===== config.mk =====
export PLATFORM = sky130hd
export DESIGN_NAME = d2b_round_ctrl_flat
export DESIGN_NICKNAME = d
export VERILOG_FILES = /design/src/rtl/d2b_round_if.sv /design/src/rtl/d2b_round_ctrl.sv /design/src/flat_wrapper.sv
export SDC_FILE = /design/constraint.sdc
export NUM_CORES = 1
export LEC_CHECK = 0
export ABC_AREA = 1
export BUFFER_PORTS_ARGS = -buffer_cell sky130_fd_sc_hd__buf_2
export CAP_MARGIN = 40
export CORE_UTILIZATION = 30
export DETAILED_ROUTE_END_ITERATION = 12
export HOLD_SLACK_MARGIN = 0.08
export PLACE_DENSITY_LB_ADDON = 0.1
export SLEW_MARGIN = 20
export SYNTH_ARGS = -nofsm -noshare
export SYNTH_HDL_FRONTEND = slang
export SYNTH_SLANG_ARGS = --single-unit

===== constraint.sdc =====
create_clock -name clk -period 2.05 [get_ports clk]
set_clock_uncertainty 0.15 [all_clocks]
set_input_delay 0.205 -clock clk [delete_from_list [all_inputs] [get_ports clk]]
set_output_delay 0.205 -clock clk [all_outputs]
set_load 0.01 [all_outputs]

===== src/rtl/d2b_round_if.sv =====
// Bus between the decimal-to-binary round sequencer and its surroundings:
// debounced buttons/switches, random number generator and display logic.
interface d2b_round_if;
    logic        start;
    logic        submit;
    logic [9:0]  answer;
    logic [9:0]  number;
    logic [3:0]  level;
    logic        num_gen;
    logic [9:0]  target;
    logic [7:0]  score;
    logic [2:0]  lives;
    logic        correct;
    logic        wrong;
    logic        playing;
    logic        game_over;
    logic        win;
    logic [15:0] time_left;

    modport master (
        output start, submit, answer, number,
        input  level, num_gen, target, score, lives, correct, wrong,
               playing, game_over, win, time_left
    );

    modport slave (
        input  start, submit, answer, number,
        output level, num_gen, target, score, lives, correct, wrong,
               playing, game_over, win, time_left
    );
endinterface


===== src/rtl/d2b_round_ctrl.sv =====
// Round sequencer for the decimal-to-binary game: target request/latch, answer
// judgement, score/lives/level tracking. D2B_ROUND_TIMEOUT_EN enables the answer window.
module d2b_round_ctrl #(
    parameter int ROUNDS_PER_LEVEL = 5,
    parameter int LIVES            = 3,
    parameter int MAX_LEVEL        = 10,
    parameter int TIMEOUT_CYCLES   = 1000
) (
    input  logic        clk,
    input  logic        reset,
    d2b_round_if.slave  rnd
);

    localparam logic [2:0] S_IDLE  = 3'd0;
    localparam logic [2:0] S_GEN   = 3'd1;
    localparam logic [2:0] S_LATCH = 3'd2;
    localparam logic [2:0] S_PLAY  = 3'd3;
    localparam logic [2:0] S_CHECK = 3'd4;
    localparam logic [2:0] S_OVER  = 3'd5;
    localparam logic [2:0] S_WIN   = 3'd6;

    if (ROUNDS_PER_LEVEL < 1 || ROUNDS_PER_LEVEL > 15 || LIVES < 1 || LIVES > 7 ||
        MAX_LEVEL < 1 || MAX_LEVEL > 15 || TIMEOUT_CYCLES < 2) begin : g_bad_params
        $error("d2b_round_ctrl: parameter out of range");
    end

    logic [2:0] state_q,   state_d;
    logic [3:0] level_q,   level_d;
    logic [9:0] target_q,  target_d;
    logic [7:0] score_q,   score_d;
    logic [2:0] lives_q,   lives_d;
    logic [3:0] round_q,   round_d;
    logic       ok_q,      ok_d;
    logic       correct_q, correct_d;
    logic       wrong_q,   wrong_d;
    logic       num_gen_q;
    logic       playing_q;
    logic       over_q;
    logic       win_q;
`ifdef D2B_ROUND_TIMEOUT_EN
    logic [15:0] time_q, time_d;
`endif

    always_comb begin
        state_d   = state_q;
        level_d   = level_q;
        target_d  = target_q;
        score_d   = score_q;
        lives_d   = lives_q;
        round_d   = round_q;
        ok_d      = ok_q;
        correct_d = 1'b0;
        wrong_d   = 1'b0;
`ifdef D2B_ROUND_TIMEOUT_EN
        time_d    = time_q;
`endif
        case (state_q)
            S_IDLE, S_OVER, S_WIN: begin
                if (rnd.start) begin
                    level_d = 4'd1;
                    score_d = '0;
                    lives_d = 3'(LIVES);
                    round_d = '0;
                    state_d = S_GEN;
                end
            end
            S_GEN: state_d = S_LATCH;
            S_LATCH: begin
                target_d = rnd.number;
`ifdef D2B_ROUND_TIMEOUT_EN
                time_d   = 16'(TIMEOUT_CYCLES);
`endif
                state_d  = S_PLAY;
            end
            S_PLAY: begin
`ifdef D2B_ROUND_TIMEOUT_EN
                time_d = time_q - 16'd1;
`endif
                // Judge on entry to CHECK so the pulse lands in CHECK; ok_q stands in
                // for the registered answer when the counters update on leaving CHECK.
                if (rnd.submit) begin
                    ok_d      = (rnd.answer == target_q);
                    correct_d = ok_d;
                    wrong_d   = !ok_d;
                    state_d   = S_CHECK;
                end
`ifdef D2B_ROUND_TIMEOUT_EN
                else if (time_q == 16'd1) begin
                    ok_d    = 1'b0;
                    wrong_d = 1'b1;
                    state_d = S_CHECK;
                end
`endif
            end
            S_CHECK: begin
                if (ok_q) begin
                    if (score_q != 8'hFF) score_d = score_q + 8'd1;
                    if (round_q == 4'(ROUNDS_PER_LEVEL - 1)) begin
                        round_d = '0;
                        if (level_q == 4'(MAX_LEVEL)) begin
                            state_d = S_WIN;
                        end else begin
                            level_d = level_q + 4'd1;
                            state_d = S_GEN;
                        end
                    end else begin
                        round_d = round_q + 4'd1;
                        state_d = S_GEN;
                    end
                end else begin
                    lives_d = lives_q - 3'd1;
                    state_d = (lives_q == 3'd1) ? S_OVER : S_GEN;
                end
            end
            default: state_d = S_IDLE;
        endcase
    end

    always_ff @(posedge clk or posedge reset) begin
        if (reset) begin
            state_q   <= S_IDLE;
            level_q   <= 4'd1;
            target_q  <= '0;
            score_q   <= '0;
            lives_q   <= 3'(LIVES);
            round_q   <= '0;
            ok_q      <= 1'b0;
            correct_q <= 1'b0;
            wrong_q   <= 1'b0;
            num_gen_q <= 1'b0;
            playing_q <= 1'b0;
            over_q    <= 1'b0;
            win_q     <= 1'b0;
        end else begin
            state_q   <= state_d;
            level_q   <= level_d;
            target_q  <= target_d;
            score_q   <= score_d;
            lives_q   <= lives_d;
            round_q   <= round_d;
            ok_q      <= ok_d;
            correct_q <= correct_d;
            wrong_q   <= wrong_d;
            num_gen_q <= (state_d == S_GEN);
            playing_q <= (state_d == S_GEN) || (state_d == S_LATCH) ||
                         (state_d == S_PLAY) || (state_d == S_CHECK);
            over_q    <= (state_d == S_OVER);
            win_q     <= (state_d == S_WIN);
        end
    end

`ifdef D2B_ROUND_TIMEOUT_EN
    always_ff @(posedge clk or posedge reset) begin
        if (reset) time_q <= '0;
        else       time_q <= time_d;
    end
    assign rnd.time_left = time_q;
`else
    assign rnd.time_left = '0;
`endif

    assign rnd.level     = level_q;
    assign rnd.num_gen   = num_gen_q;
    assign rnd.target    = target_q;
    assign rnd.score     = score_q;
    assign rnd.lives     = lives_q;
    assign rnd.correct   = correct_q;
    assign rnd.wrong     = wrong_q;
    assign rnd.playing   = playing_q;
    assign rnd.game_over = over_q;
    assign rnd.win       = win_q;

endmodule


===== src/flat_wrapper.sv =====
// flat-port wrapper written by rule: the top's interface ports become plain ports
module d2b_round_ctrl_flat 
#(
    parameter int ROUNDS_PER_LEVEL = 5,
    parameter int LIVES            = 3,
    parameter int MAX_LEVEL        = 10,
    parameter int TIMEOUT_CYCLES   = 1000
)
  (clk, reset, rnd_start, rnd_submit, rnd_answer, rnd_number, rnd_level, rnd_num_gen, rnd_target, rnd_score, rnd_lives, rnd_correct, rnd_wrong, rnd_playing, rnd_game_over, rnd_win, rnd_time_left);
  d2b_round_if rnd_i ();
  input  logic clk;
  input  logic reset;
  input wire logic [$bits(rnd_i.start)-1:0] rnd_start;
  input wire logic [$bits(rnd_i.submit)-1:0] rnd_submit;
  input wire logic [$bits(rnd_i.answer)-1:0] rnd_answer;
  input wire logic [$bits(rnd_i.number)-1:0] rnd_number;
  output wire logic [$bits(rnd_i.level)-1:0] rnd_level;
  output wire logic [$bits(rnd_i.num_gen)-1:0] rnd_num_gen;
  output wire logic [$bits(rnd_i.target)-1:0] rnd_target;
  output wire logic [$bits(rnd_i.score)-1:0] rnd_score;
  output wire logic [$bits(rnd_i.lives)-1:0] rnd_lives;
  output wire logic [$bits(rnd_i.correct)-1:0] rnd_correct;
  output wire logic [$bits(rnd_i.wrong)-1:0] rnd_wrong;
  output wire logic [$bits(rnd_i.playing)-1:0] rnd_playing;
  output wire logic [$bits(rnd_i.game_over)-1:0] rnd_game_over;
  output wire logic [$bits(rnd_i.win)-1:0] rnd_win;
  output wire logic [$bits(rnd_i.time_left)-1:0] rnd_time_left;
  assign rnd_i.start = rnd_start;
  assign rnd_i.submit = rnd_submit;
  assign rnd_i.answer = rnd_answer;
  assign rnd_i.number = rnd_number;
  assign rnd_level = rnd_i.level;
  assign rnd_num_gen = rnd_i.num_gen;
  assign rnd_target = rnd_i.target;
  assign rnd_score = rnd_i.score;
  assign rnd_lives = rnd_i.lives;
  assign rnd_correct = rnd_i.correct;
  assign rnd_wrong = rnd_i.wrong;
  assign rnd_playing = rnd_i.playing;
  assign rnd_game_over = rnd_i.game_over;
  assign rnd_win = rnd_i.win;
  assign rnd_time_left = rnd_i.time_left;
  d2b_round_ctrl #(.ROUNDS_PER_LEVEL(ROUNDS_PER_LEVEL), .LIVES(LIVES), .MAX_LEVEL(MAX_LEVEL), .TIMEOUT_CYCLES(TIMEOUT_CYCLES)) u_core (.clk(clk), .reset(reset), .rnd(rnd_i));
endmodule

==> qor.txt <==
GRT Overall Usage: 13.58%
Pre-antenna DRT Iters: 4
DR vias: 2027
sequential area share after synthesis: 40.57%
leak pwr: 0.001598 µW
crit start category: flop
reg2reg setup slack: 0.22 ns
Core Rows: 32
DR vias/cell: 4.214
synth warn: 0
CTS H-tree depth: 2
die area: 8413 µm²
CTS tree: built
final net count: 409
die height: 91.72 µm
total gr overflow: 0
FILL cells: 837
final core utilization: 37.68%
vias in the first global route: 1962
Routed Antenna Nets: 0
maximum root-to-sink buffer count: 2
post-CTS sizing: 0
Worst Setup End Kind: flop
final worst setup slack: 0.2232 ns
clk slew on worst S/H paths: 0.08 ns
RR Startpoint: u_core.rnd.level[0]
critical path required time: 2.07 ns
crit-path cells: inv_1 > ha_1 > nand2_1 > nor2_1 > nor2_1 > nor2_8 > o21ai_0 > nand2_1
Fin Hold WS: 0.09960 ns
Mapped Area: 2415 µm²
Max Fclk: 547.4 MHz
type of the worst min-delay path: input port to flop
Worst EP arrival: 1.84 ns
status: finished, final reports clean
MaxCap Viol Count: 0
Max Slew Vio Count: 0
hold path endpoint: u_core.rnd.wrong
Area growth syn-to-layout: 21.19%
Starting Density: 31.09%
initial antenna violation count: 0
RSZ-0062 raised after global routing: no
pin count of the biggest net entering global routing: 40
Final Hold Viols: 0
share of cells above drive strength 1: 23.22%
Seq cells post-synth: 39
later-pin clock latency in the skew report: 0.29 ns
CP Max Fanout: 5
# DRC: 0
# clock sinks: 39
fin crit share: 89.11%
RR Endpoint: u_core.rnd.level[3]
Worst VDD drop: 0.4449 mV
crit path kind: flop to flop
slowest CP cell: dfstp_2
Multi-input gate area: 1210 µm²
ANT cells: 0
Setup Viol. Count Final: 0
Die Width: 91.72 µm
worst min-delay path startpoint: rnd_submit
number of CTS-inserted buffers: 5
final worst path period need: 1.827 ns
detailed placement HPWL: 3785 µm
worst r2r path cells: 8
first-pass GRT wire length: 9094 µm
top cell type's share of synthesized area: 37.31%
Storage cell area: 979.7 µm²
WL/cell: 10.82 µm
slowest stage delay, CP: 0.58 ns
slew margin rel.: 65.15%
1st-iter DRT viols: 32
Ports: 71
setup TNS: 0 ns
pre-CTS WS: 0.2436 ns
core area: 7767 µm²
cells after synthesis: 308
gpl congestion: 0.7956
Slew @ Worst Pin: 0.5227 ns
power per cell area: 1087 nW/µm²
Buffers on Ports: 54
Clk Tree Root Cell: clkbuf_8
area leader, netlist: dfrtp_1
distinct cell type count after synthesis: 34
worst hold path cell count: 3
Avg Cell Area, Syn: 7.840 µm²
Detailed Route WL: 5203 µm
dominant cells by area after synthesis: dfrtp_1 (37%), nand2_1 (16%), buf_4 (5.3%)
==> registers in the layout, indices dropped and copies added (netlist names), 3 cells and up <==
register,flops
u_core.rnd.target,10
u_core.rnd.score,8
u_core.rnd.level,4
u_core.round_q,4
u_core.rnd.lives,3
u_core.state_q,3
==> placed cells by master, fill, tap and decap left out, types with 2 or more instances in the layout <==
cell type / n
nand2_1: 102
buf_2: 54
dfrtp_1: 36
nor2_1: 32
inv_1: 30
conb_1: 16
nand3_1: 13
dlygate4sd3_1: 11
xor2_1: 9
o21ai_0: 8
ha_1: 7
a21oi_1: 5
xnor2_1: 5
nand4_1: 5
clkbuf_8: 5
nor3_1: 4
nor2_4: 4
nand2_4: 3
clkbuf_1: 3
buf_4: 3
dfstp_2: 3
inv_2: 2
nand3_2: 2
o21ai_1: 2
nor2_2: 2
nor2_8: 2
or2_2: 2
==> cell type report <==
cell class                 count  area share [%]
sequential                    39           33.48
inverter                      33           4.318
tap                          102           4.361
timing repair buffer          68           13.77
multi-input combinational    231           41.34
clock buffer                   8           2.736
==> through the flow <==
step	instance area (µm²)	instances	total power [µW]
2_1_floorplan	2471	323	2308
3_3_place_gp	2736	462	2700
3_5_place_dp	2736	462	2695
4_1_cts	2927	481	3242
5_1_grt	2927	481	3509
6_report	2927	481	3181
==> Yosys cell counts (all sizes together) <==
master,count
or2,2
nand3b,1
nor2,40
ha,7
and3,1
a21oi,6
dfrtp,36
xor2,9
a31oi,1
o211ai,1
xnor2,5
nand3,15
conb,1
nand4,5
buf,20
nand2,107
nor3b,1
nor3,4
dfstp,3
inv,33
o21ai,10
==> metal layers <==
layer | up-vias | wire length [µm] | GRT usage [%]
met5 | - | 0 | 0
met4 | 0 | 46 | 3.906
met3 | 5 | 180 | 3.317
met2 | 38 | 2508 | 22.49
met1 | 925 | 2468 | 17.54
li1 | 1059 | - | -
==> worst max-delay path by stage <==
| stage | cells past startpoint | startpoint | slack [ns] | to |
|---|---|---|---|---|
| 6_report | 8 | u_core.rnd.level[0] | 0.22 | u_core.rnd.level[3] |
| 2_1_floorplan | 8 | u_core.rnd.level[0] | 0.30 | u_core.rnd.level[1] |
| 5_1_grt | 11 | u_core.round_q[0] | 0.03 | u_core.rnd.game_over |
| 3_3_place_gp | 8 | u_core.rnd.level[0] | 0.26 | u_core.rnd.level[3] |
| 4_1_cts | 8 | u_core.rnd.level[0] | 0.22 | u_core.rnd.level[1] |
| 3_5_place_dp | 9 | u_core.rnd.level[0] | 0.24 | u_core.rnd.level[0] |
==> what timing repair did <==
action,in CTS,in global routing
hold buffers,11,0
buffers inserted,0,0
endpoints found under the hold margin,46,0
==> worst max-delay path: cells and delay by family (launching register included) <==
| kind | cells | cell delay [ns] |
|---|---|---|
| buffers and inverters | 1 | 0.06 |
| adders and majority gates | 1 | 0.20 |
| AOI/OAI and AO/OA | 1 | 0.16 |
| and+or+nand+nor | 5 | 0.56 |
| DFF | 1 | 0.58 |
==> power by group <==
group          internal (µW)  switching (µW)
Combinational            546             920
Clock                    242             261
Sequential               995             217
==> cell families (layout without fill, tap and decap cells) <==
group / after synthesis / count (layout) / synth area share [%]
XOR/XNOR: 14 / 14 / 5.078
AND/OR/NAND/NOR: 176 / 176 / 34.61
AO/OA/AOI/OAI: 18 / 18 / 4.301
other: 1 / 16 / 0.1553
flip-flops: 39 / 39 / 40.57
adder cells (fa/ha/maj): 7 / 7 / 3.627
buffers and inverters: 53 / 109 / 11.66
Note: power is estimated with default switching activity, not from simulation.
